## config.mk

```make
export PLATFORM = sky130hd
export DESIGN_NAME = lane_merge_l2_flat
export DESIGN_NICKNAME = d
export VERILOG_FILES = /design/src/rtl/lane_merge_l2_if.sv /design/src/rtl/lane_merge_l2.sv /design/src/flat_wrapper.sv
export SDC_FILE = /design/constraint.sdc
export NUM_CORES = 1
export LEC_CHECK = 0
export ABC_AREA = 1
export CAP_MARGIN = 30
export CORE_UTILIZATION = 40
export DETAILED_ROUTE_END_ITERATION = 12
export PLACE_DENSITY_LB_ADDON = 0.08
export RECOVER_POWER = 50
export SLEW_MARGIN = 10
export SYNTH_ARGS = -nofsm -noshare
export SYNTH_HDL_FRONTEND = slang
export SYNTH_SLANG_ARGS = --single-unit
```

## constraint.sdc

```tcl
create_clock -name clk -period 2.8 [get_ports clk]
set_input_delay 0.7 -clock clk [delete_from_list [all_inputs] [get_ports clk]]
set_output_delay 0.7 -clock clk [all_outputs]
set_load 0.02 [all_outputs]
```

## src/rtl/lane_merge_l2_if.sv

```systemverilog
// Handshake bundle between the L1 mux stage, the two-lane merger and the downstream consumer.
interface lane_merge_l2_if;
    logic [7:0] dataIn0;
    logic       validIn0;
    logic [7:0] dataIn1;
    logic       validIn1;
    logic       outReady;
    logic [7:0] dataOut;
    logic       validOut;
    logic       overflow0;
    logic       overflow1;
    logic       empty;

    modport slave (
        input  dataIn0, validIn0, dataIn1, validIn1, outReady,
        output dataOut, validOut, overflow0, overflow1, empty
    );

    modport master (
        output dataIn0, validIn0, dataIn1, validIn1, outReady,
        input  dataOut, validOut, overflow0, overflow1, empty
    );
endinterface

```

## src/rtl/lane_merge_l2.sv

```systemverilog
// Merges two byte lanes into one stream by strict lane0/lane1 alternation,
// each lane buffered by a DEPTH-entry FIFO, with sticky per-lane overflow flags.
module lane_merge_l2 #(
    parameter int DEPTH = 4
) (
    input  logic                 clk,
    input  logic                 reset,
    lane_merge_l2_if.slave       bus
);
    localparam int AW = (DEPTH > 1) ? $clog2(DEPTH) : 1;
    localparam int CW = AW + 1;

    logic [7:0]    mem_r [2][DEPTH];
    logic [AW-1:0] wp_r [2];
    logic [AW-1:0] rp_r [2];
    logic [CW-1:0] cnt_r [2];
    logic [1:0]    ovf_r;
    logic          sel_r;
    logic [7:0]    data_out_r;
    logic          valid_out_r;

    logic [7:0]    din_s [2];
    logic [1:0]    vin_s;
    logic          load_s;
    logic [1:0]    pop_s;
    logic [1:0]    wr_s;
    logic [1:0]    drop_s;
    logic [7:0]    head_s;

    // Per-lane write/pop/drop decisions for the coming edge
    always_comb begin
        din_s[0] = bus.dataIn0;
        din_s[1] = bus.dataIn1;
        vin_s    = {bus.validIn1, bus.validIn0};
        load_s   = !valid_out_r || bus.outReady;
        pop_s[0] = load_s && !sel_r && (cnt_r[0] != {CW{1'b0}});
        pop_s[1] = load_s &&  sel_r && (cnt_r[1] != {CW{1'b0}});
        // A full lane may still accept a byte when it is popped at the same edge
        for (int l = 0; l < 2; l++) begin
            wr_s[l]   = vin_s[l] && ((cnt_r[l] != CW'(DEPTH)) || pop_s[l]);
            drop_s[l] = vin_s[l] && !wr_s[l];
        end
        if (sel_r) begin
            head_s = mem_r[1][rp_r[1]];
        end else begin
            head_s = mem_r[0][rp_r[0]];
        end
    end

    // FIFO storage; contents are don't-care after reset so no clear is needed
    always_ff @(posedge clk) begin
        for (int l = 0; l < 2; l++) begin
            if (!reset && wr_s[l]) begin
                mem_r[l][wp_r[l]] <= din_s[l];
            end
        end
    end

    // Pointers, counts, overflow flags, turn pointer and output register
    always_ff @(posedge clk) begin
        if (reset) begin
            for (int l = 0; l < 2; l++) begin
                wp_r[l]  <= {AW{1'b0}};
                rp_r[l]  <= {AW{1'b0}};
                cnt_r[l] <= {CW{1'b0}};
            end
            ovf_r       <= 2'b00;
            sel_r       <= 1'b0;
            data_out_r  <= 8'h00;
            valid_out_r <= 1'b0;
        end else begin
            for (int l = 0; l < 2; l++) begin
                if (wr_s[l]) begin
                    wp_r[l] <= wp_r[l] + AW'(1);
                end
                if (pop_s[l]) begin
                    rp_r[l] <= rp_r[l] + AW'(1);
                end
                if (wr_s[l] && !pop_s[l]) begin
                    cnt_r[l] <= cnt_r[l] + CW'(1);
                end else if (pop_s[l] && !wr_s[l]) begin
                    cnt_r[l] <= cnt_r[l] - CW'(1);
                end
                if (drop_s[l]) begin
                    ovf_r[l] <= 1'b1;
                end
            end
            // Only the lane whose turn it is may be popped; otherwise the slot goes idle
            if (load_s) begin
                if (|pop_s) begin
                    data_out_r  <= head_s;
                    valid_out_r <= 1'b1;
                    sel_r       <= ~sel_r;
                end else begin
                    valid_out_r <= 1'b0;
                end
            end
        end
    end

    assign bus.dataOut   = data_out_r;
    assign bus.validOut  = valid_out_r;
    assign bus.overflow0 = ovf_r[0];
    assign bus.overflow1 = ovf_r[1];
    assign bus.empty     = (cnt_r[0] == {CW{1'b0}}) && (cnt_r[1] == {CW{1'b0}}) && !valid_out_r;

endmodule
```

## src/flat_wrapper.sv

```systemverilog
// flat-port wrapper written by rule: the top's interface ports become plain ports
module lane_merge_l2_flat 
#(
    parameter int DEPTH = 4
)
  (clk, reset, bus_dataIn0, bus_validIn0, bus_dataIn1, bus_validIn1, bus_outReady, bus_dataOut, bus_validOut, bus_overflow0, bus_overflow1, bus_empty);
  lane_merge_l2_if bus_i ();
  input  logic clk;
  input  logic reset;
  input wire logic [$bits(bus_i.dataIn0)-1:0] bus_dataIn0;
  input wire logic [$bits(bus_i.validIn0)-1:0] bus_validIn0;
  input wire logic [$bits(bus_i.dataIn1)-1:0] bus_dataIn1;
  input wire logic [$bits(bus_i.validIn1)-1:0] bus_validIn1;
  input wire logic [$bits(bus_i.outReady)-1:0] bus_outReady;
  output wire logic [$bits(bus_i.dataOut)-1:0] bus_dataOut;
  output wire logic [$bits(bus_i.validOut)-1:0] bus_validOut;
  output wire logic [$bits(bus_i.overflow0)-1:0] bus_overflow0;
  output wire logic [$bits(bus_i.overflow1)-1:0] bus_overflow1;
  output wire logic [$bits(bus_i.empty)-1:0] bus_empty;
  assign bus_i.dataIn0 = bus_dataIn0;
  assign bus_i.validIn0 = bus_validIn0;
  assign bus_i.dataIn1 = bus_dataIn1;
  assign bus_i.validIn1 = bus_validIn1;
  assign bus_i.outReady = bus_outReady;
  assign bus_dataOut = bus_i.dataOut;
  assign bus_validOut = bus_i.validOut;
  assign bus_overflow0 = bus_i.overflow0;
  assign bus_overflow1 = bus_i.overflow1;
  assign bus_empty = bus_i.empty;
  lane_merge_l2 #(.DEPTH(DEPTH)) u_core (.clk(clk), .reset(reset), .bus(bus_i));
endmodule
```

Word level (Yosys, flattened, before mapping)
Memories as Yosys holds them, arrays and structs flattened.
Cells that the tools add are included.
{"block": "word_totals", "register_bits": 12, "ram_bits": 78, "in_bits": 21, "wordCells": 124, "memories": 4}
{"block": "op_classes", "addsub": 8, "n_lt_le_gt_ge": 6, "eq_ne": 2, "n_mux": 52, "bitwise_logic": 13, "reduce_logical": 34}
{"memory": "u_core.mem_r", "words": 2, "width": 32, "read_ports": 2, "rd_ports_with_merged_regs": 0, "write_ports": 2, "line_no": "lane_merge_l2.sv:13", "source": "logic [7:0] mem_r [2][DEPTH];"}
{"memory": "u_core.cnt_r", "words": 2, "width": 3, "read_ports": 2, "rd_ports_with_merged_regs": 0, "write_ports": 2, "line_no": "lane_merge_l2.sv:16", "source": "logic [CW-1:0] cnt_r [2];"}
{"memory": "u_core.rp_r", "words": 2, "width": 2, "read_ports": 2, "rd_ports_with_merged_regs": 0, "write_ports": 2, "line_no": "lane_merge_l2.sv:15", "source": "logic [AW-1:0] rp_r [2];"}
{"memory": "u_core.wp_r", "words": 2, "width": 2, "read_ports": 2, "rd_ports_with_merged_regs": 0, "write_ports": 2, "line_no": "lane_merge_l2.sv:14", "source": "logic [AW-1:0] wp_r [2];"}
{"op": "32-bit two-way mux", "count": 2}
{"op": "8-bit two-way mux", "count": 7}
{"op": "8-bit binary-select mux with 2-bit select", "count": 2}
{"op": "8-bit demux with 2-bit select", "count": 2}
{"op": "1-bit two-way mux", "count": 31}
{"op": "1-bit logical AND", "count": 18}
{"op": "3-bit >= comparator (second input constant)", "count": 4}
{"op": "3-bit two-way mux", "count": 4}
{"op": "2-bit NOT with 3-bit output", "count": 4}
{"op": "2-bit by 1-bit adder with 2-bit output (second input constant)", "count": 4}
{"op": "2-bit two-way mux", "count": 4}
{"op": "1-bit bitwise OR", "count": 8}
{"op": "1-bit logical NOT", "count": 7}
{"op": "3-bit by 1-bit adder with 3-bit output (second input constant)", "count": 2}
{"op": "3-bit logical NOT", "count": 2}
{"op": "3-bit by 1-bit less-than comparator with 1-bit output (second input constant)", "count": 2}
{"op": "3-bit != test (second input constant)", "count": 2}
{"op": "3-bit nonzero test", "count": 2}
{"op": "3-bit by 1-bit subtractor with 3-bit output (second input constant)", "count": 2}
{"op": "1-bit logical OR", "count": 3}
{"op": "2-bit AND reduction", "count": 1}
{"op": "2-bit OR reduction", "count": 1}
{"op": "1-bit NOT", "count": 1}

Longest topological paths before layout
{"block": "logic_depth", "word_depth": 13, "depth_mapped": 12}

Least setup slack after synthesis
OpenSTA, ideal clock, no wires.
{"block": "synth_path", "path_kind": "in2reg", "from": "input port bus_outReady", "to": "memory u_core.cnt_r[0][2] (netlist name), data pin", "setup_ps": 249, "arrival_ps": 2004, "required_ps": 2551, "setup_slack_ps": 547, "path_stages": 12, "n_path_buf": 0, "cell_sequence": "inv_1 -> nand2_1 -> nand2_1 -> nor2_2 -> nand3_2 -> fa_1 -> xor2_1 -> inv_1 -> nand2_1 -> nand2_1 -> nand2_1 -> inv_1"}
{"item": "start, declared", "line_no": "flat_wrapper.sv:14", "source": "input wire logic [$bits(bus_i.outReady)-1:0] bus_outReady;"}
{"item": "end, declared", "line_no": "lane_merge_l2.sv:16"}

==> results.py <==
metrics = {
    "outcome": {
        "status": "finished, final reports clean",
    },
    "place": {
        "io_buffers": 32,
        "place_area_um2": 4497,
        "globalplace.congestion": 0.7636,
        "pre_cts_slack_ns": 0.1162,
        "dp_hpwl_um": 5407,
    },
    "die": {
        "die_x_um": 102.0,
        "io_pins": 33,
        "die_area_um2": 10410,
        "die_h_um": 102.0,
        "initial_core_util_pct": 41.15,
        "core_area_um2": 9729,
        "rows": 36,
    },
    "setup_path": {
        "worstPathRequired_ns": 2.10,
        "path_class": "flop to output port",
        "cp_slowest_cell": "clkdlybuf4s50_1",
        "cp-end-kind": "output port",
        "crit_path_start_kind": "flop",
        "crit_chain": "inv_1 > ha_1 > nand2_2 > nor3_1 > clkdlybuf4s50_1",
        "crit_path_max_incr_delay_ns": 0.62,
        "cp.arrival_ns": 1.98,
        "reg2reg_depth": 11,
        "cp_max_fo": 3,
    },
    "final_layout": {
        "antennaDiodeCount": 0,
        "seqCellArea_um2": 2582,
        "final_area_um2": 4648,
        "area_delta_synth_final_pct": 16.09,
        "layout.nets": 440,
        "drive_gt1_share_pct": 8.738,
        "multiInputGateArea_um2": 1141,
        "fillers": 930,
    },
    "clock_tree": {
        "clk_latency_ns": 0.35,
        "ctsResizeCount": 0,
        "cts.sinks": 90,
        "cts_setup_buffers": 0,
        "root_buffer": "clkbuf_8",
        "clk_pin_slew_ns": 0.09,
        "htree_levels": 3,
        "cts_hold_buf": 0,
        "cts_buffer_depth": 2,
        "cts_buffers": 9,
        "cts_tree": "yes",
    },
    "routing": {
        "drtIter0Drc": 77,
        "vias_per_cell": 4.686,
        "post_drt_wl_per_cell_um": 14.33,
        "drtPass1Iterations": 4,
        "wl_um": 7810,
        "final_antenna_net_count": 0,
        "vias": 2554,
        "drc": 0,
    },
    "logic_synthesis": {
        "synth-async-reset-ratio_pct": 0,
        "synth_top_area_share_pct": 58.50,
        "synth_commonest_cells": "edfxtp_1 (78), nand2_1 (55), nor2_1 (54)",
        "synth.cell_area_um2": 4004,
        "synthesis.nets": 396,
        "yosys_warnings": 0,
        "synth-seq-cells": 90,
        "synth_flop_cell": "edfxtp_1",
        "synthTopCellsByArea": "edfxtp_1 (59%), dfxtp_1 (6.0%), nand2_1 (5.2%)",
        "synth_enable_flop_cells": 78,
        "ys_seq_area_share_pct": 64.50,
        "syn_area_per_cell_um2": 11.03,
        "synth_cell_type_count": 33,
        "synth_area_leader_cell": "edfxtp_1",
        "synth_cells": 363,
        "synth.most_common_cell": "edfxtp_1",
    },
    "timing": {
        "fmax_mhz": 372.8,
        "finalWorstSetupSlack_ns": 0.1178,
        "setup_tns_ns": 0,
        "timing.final.crit_share_pct": 95.79,
        "maxSlewViolCount": 0,
        "worst_pin_slew_ns": 0.8772,
        "rsz0062_at_grt": "false",
        "min_period_ns": 2.682,
        "finalHoldViolCount": 0,
        "hold_slack_ns": 0.4566,
        "worst_slew_margin_rel_pct": 41.26,
        "finClkSkew_ns": 0.008713,
        "setup_viol": 0,
    },
    "global_route": {
        "grt_antenna_before_repair": 0,
        "grt_overflow": 0,
        "grt_pass1_wl_um": 12320,
        "grtUsageTotal_pct": 16.22,
        "grt_pass1_vias": 2476,
        "grt_max_degree": 24,
    },
    "worst_hold_path": {
        "hold_path_class": "flop to flop",
        "hold_depth": 2,
    },
    "power_and_ir_drop": {
        "leakage_uw": 0.001815,
        "vdd_ir_drop_max_mv": 0.2575,
        "powerDensity_nw_per_um2": 884.9,
        "power_uw": 4113,
    },
    "run": {
        "cap_violations": 0,
    },
}
[cell usage in the layout, fill, tap and decap left out, drive strengths merged, types with 12 or more instances in the layout]
| cell type | netlist | layout |
|---|---|---|
| clkdlybuf4s50 | 0 | 14 |
| clkbuf | 2 | 12 |
| dfxtp | 12 | 12 |
| nor2 | 58 | 58 |
| dlygate4sd3 | 0 | 18 |
| edfxtp | 78 | 78 |
| inv | 42 | 44 |
| o21ai | 28 | 28 |
| nand2 | 60 | 60 |
| nand3 | 24 | 24 |
[critical path: cells and delay by family (launching register included)]
family        cells  cell delay [ns]
simple gates      2             0.28
buf+inv           2             0.73
flops             1             0.43
fa+ha+maj         1             0.20
[cell families after synthesis]
group | after synthesis | share of synthesized area (%)
compound gates | 54 | 7.844
xor+xnor | 3 | 0.6564
fa+ha+maj | 12 | 3.937
buf+inv | 54 | 6.156
flops | 90 | 64.50
simple gates | 150 | 16.91
[cell type report]
class | count | area share, %
inverters | 43 | 3.499
well taps | 133 | 3.580
multi-input cells | 219 | 24.55
flip-flops and latches | 90 | 55.56
clock inverters | 6 | 1.400
repair buffers | 44 | 8.668
clock buffers | 10 | 2.746
[power breakdown]
| group | internal [µW] | switching (µW) | leakage (µW) |
|---|---|---|---|
| clock | 416 | 456 | 0.0000971 |
| sequential | 1690 | 234 | 0.000828 |
| combinational | 493 | 826 | 0.000890 |
| total | 2600 | 1520 | 0.00181 |
[metrics by stage]
step / std cells / utilization (%)
2_1_floorplan: 363 / -
3_3_place_gp: 529 / 46.22
3_5_place_dp: 529 / 46.22
4_1_cts: 545 / 48.20
5_1_grt: 545 / 47.78
6_report: 545 / 47.78
[state kept, by name, indices dropped and copies added (netlist names)]
signal               cells
u_core.mem_r            64
u_core.bus.dataOut       8
u_core.cnt_r             6
u_core.rp_r              4
u_core.wp_r              4
u_core.ovf_r             2
u_core.bus.validOut      1
u_core.sel_r             1
[per-layer routing]
metal  global-route usage (%)  share of wire, %
met5                        0                 0
met4                    5.165              0.78
met3                    4.172               3.2
met2                    26.69                48
met1                    21.02                48
[path summary, 6_finish.rpt]
check                            end  slack, ns               start
hold reg to reg      u_core.ovf_r[1]       0.46     u_core.ovf_r[1]
setup / recovery           bus_empty       0.12  u_core.cnt_r[1][0]
setup reg to reg  u_core.cnt_r[0][2]       0.49        u_core.sel_r
hold / removal       u_core.ovf_r[1]       0.46     u_core.ovf_r[1]
No activity file was read; power rests on OpenSTA's default activity.
==> edit (config.mk and constraints unchanged) <==
Reset style: asynchronous (`reset`), changed in one clocked block.
--- a/src/rtl/lane_merge_l2.sv
+++ b/src/rtl/lane_merge_l2.sv
@@ -57,7 +57,7 @@
     end
 
     // Pointers, counts, overflow flags, turn pointer and output register
-    always_ff @(posedge clk) begin
+    always_ff @(posedge clk or posedge reset) begin
         if (reset) begin
             for (int l = 0; l < 2; l++) begin
                 wp_r[l]  <= {AW{1'b0}};
Formal check against the unedited RTL: differs if reset is asserted again (counterexample within 4 cycles, from zero or initial values and one cycle with reset high); with reset held inactive, the same outputs for 10 cycles.
==> edit against the unedited design <==
Sequential cell count did not move. First-iteration DRC count rose by 36%. Routed wire length fell by 1.2%. Total power rose by 21%. Cell area rose by 4.4%. Synthesized area rose by 4.3%. Combinational power rose by 44%. Non-clock buffer count fell by 2. Maximum frequency rose by 4.4%. Worst setup slack improved by 0.11 ns. Critical endpoint unchanged. Largest power group unchanged.
==> edit: results (changes against the unedited design) <==
\begin{tabular}{lr}
\hline
Metric & Value \\
\hline
\multicolumn{2}{l}{\textbf{Run status}} \\
\quad Outcome & finished clean \\
\multicolumn{2}{l}{\textbf{Logic synthesis}} \\
\quad Share of synthesized area occupied by flip-flops and latches & 61.61\% (-2.9 points) \\
\quad Average cell area after synthesis & 11.07 sq um (+0.41\%) \\
\quad Syn Nets & 410 (+3.5\%) \\
\quad Largest cells by area after synthesis & edfxtp\_1 46\%, dfrtp\_1 16\%, nand2\_1 9.1\% \\
\quad Async set or reset register ratio after synthesis & 28.89\% (+29 points) \\
\quad Most frequent cells after synthesis & 101 x nand2\_1, 64 x edfxtp\_1, 47 x inv\_1, 41 x nand3\_1, 26 x dfrtp\_1 \\
\quad EDFF count, synth & 64 (-18\%) \\
\multicolumn{2}{l}{\textbf{GRT}} \\
\quad Total track usage & 15.61\% (-0.61 points) \\
\quad Vias in the first global route & 2,507 (+1.3\%) \\
\quad Maximum number of pins on one net before global-route repair & 27 (+13\%) \\
\quad Global-route wire length before repair & 12,870 um (+4.5\%) \\
\multicolumn{2}{l}{\textbf{Cells and area}} \\
\quad Clock buffers and inverters, area share & 4.952\% (+0.81 points) \\
\quad Fraction of area in non-clock buffers & 8.073\% (-0.59 points) \\
\quad Buffers excl. clock & 42 (-4.5\%) \\
\quad FILL cells & 917 (-1.4\%) \\
\quad Share of final-layout standard cells stronger than drive strength 1 & 17.65\% (+8.9 points) \\
\quad Non-filler instance count after layout & 558 (+2.4\%) \\
\quad Final \#Nets & 453 (+3.0\%) \\
\quad Count of inverters other than clock inverters in the layout & 58 (+35\%) \\
\multicolumn{2}{l}{\textbf{Placement}} \\
\quad Number of placed cells counting well taps & 542 (+2.5\%) \\
\quad Post-Place Setup Slack & 0.09542 ns (-0.02081 ns) \\
\quad Global placement routability congestion & 0.7043 (-7.8\%) \\
\quad Hpwl dp & 5359 um (-0.90\%) \\
\multicolumn{2}{l}{\textbf{Detailed routing}} \\
\quad Drt via density & 4.523 (-3.5\%) \\
\quad Number of DRC markers after the initial detailed-route iteration & 105 (+36\%) \\
\multicolumn{2}{l}{\textbf{Worst setup path}} \\
\quad Flop2flop setup slack & 0.70 ns (+0.21 ns) \\
\quad Critical path peak fanout & 4 (+1) \\
\quad Data arrival time of the critical path & 1.87 ns (-0.11 ns) \\
\multicolumn{2}{l}{\textbf{STA}} \\
\quad Setup clock skew after layout & 0.01127 ns (+0.002560 ns) \\
\quad Relative slew margins & 0.5792\% (-41 points) \\
\quad Worst hold-check slack & 0.4771 ns (+0.02053 ns) \\
\quad Final cycle utilization of the critical path & 91.72\% (-4.1 points) \\
\multicolumn{2}{l}{\textbf{Power and ir drop}} \\
\quad Largest vdd supply drop & 0.0004518 V (+75\%) \\
\multicolumn{2}{l}{\textbf{Worst hold path}} \\
\quad Hold Path Stages & 1 (-1) \\
\hline
\end{tabular}
edit: changes by cell type in the layout (fill, tap and decap cells not counted), moves of 10 or more:
cell	change
o211ai_1	-10
nand2_1	+49
dfrtp_1	+26
o21ai_0	-26
edfxtp_1	-14
nand3_1	+20
nor2_1	-49
dfxtp_1	-12
edit: cell families (layout without fill, tap and decap cells):
logic type	count (synthesis)	after routing	synth area share [%]
buffers and inverters	68	116	8.091
XOR/XNOR	7	7	1.648
multiplexers	2	2	0.5394
flip-flops	90	90	61.61
AND/OR/NAND/NOR	190	190	23.01
adder cells (fa/ha/maj)	12	12	3.956
AO/OA/AOI/OAI	8	8	1.139
edit: final timing paths:
check                                  end       startpoint
setup / recovery                 bus_empty  u_core.cnt_r[1]
hold / removal             u_core.ovf_r[1]  u_core.ovf_r[1]
setup reg to reg           u_core.cnt_r[4]  u_core.cnt_r[3]
hold reg to reg            u_core.ovf_r[1]  u_core.ovf_r[1]
max in group asynchronous   u_core.rp_r[0]            reset
min in group asynchronous   u_core.wp_r[3]            reset
edit: critical path: cells and delay by family (launching register included):
kind / cells / cell delay (ns)
flops: 1 / 0.45
buf+inv: 1 / 0.63
simple gates: 3 / 0.44
edit: per-stage QoR:
step                instance area, sq um  total power [W]
floorplan                           4175         0.003517
global placement                    4637         0.004029
detailed placement                  4637         0.004052
CTS                                 4877         0.005104
global route                        4851         0.005404
finish                              4851         0.004997
edit: where the power goes:
| group | internal, W | switching (W) |
|---|---|---|
| sequential | 0.00174 | 0.000315 |
| clock | 0.000593 | 0.000453 |
| combinational | 0.000751 | 0.00115 |
edit: metal layers:
layer,GRT usage (%),up-vias,part of all wire [%]
met3,3.759,6,2.8
met5,0,-,0
met1,18.91,1195,44
li1,-,1294,-
met4,4.898,0,1.1
met2,27.33,29,52
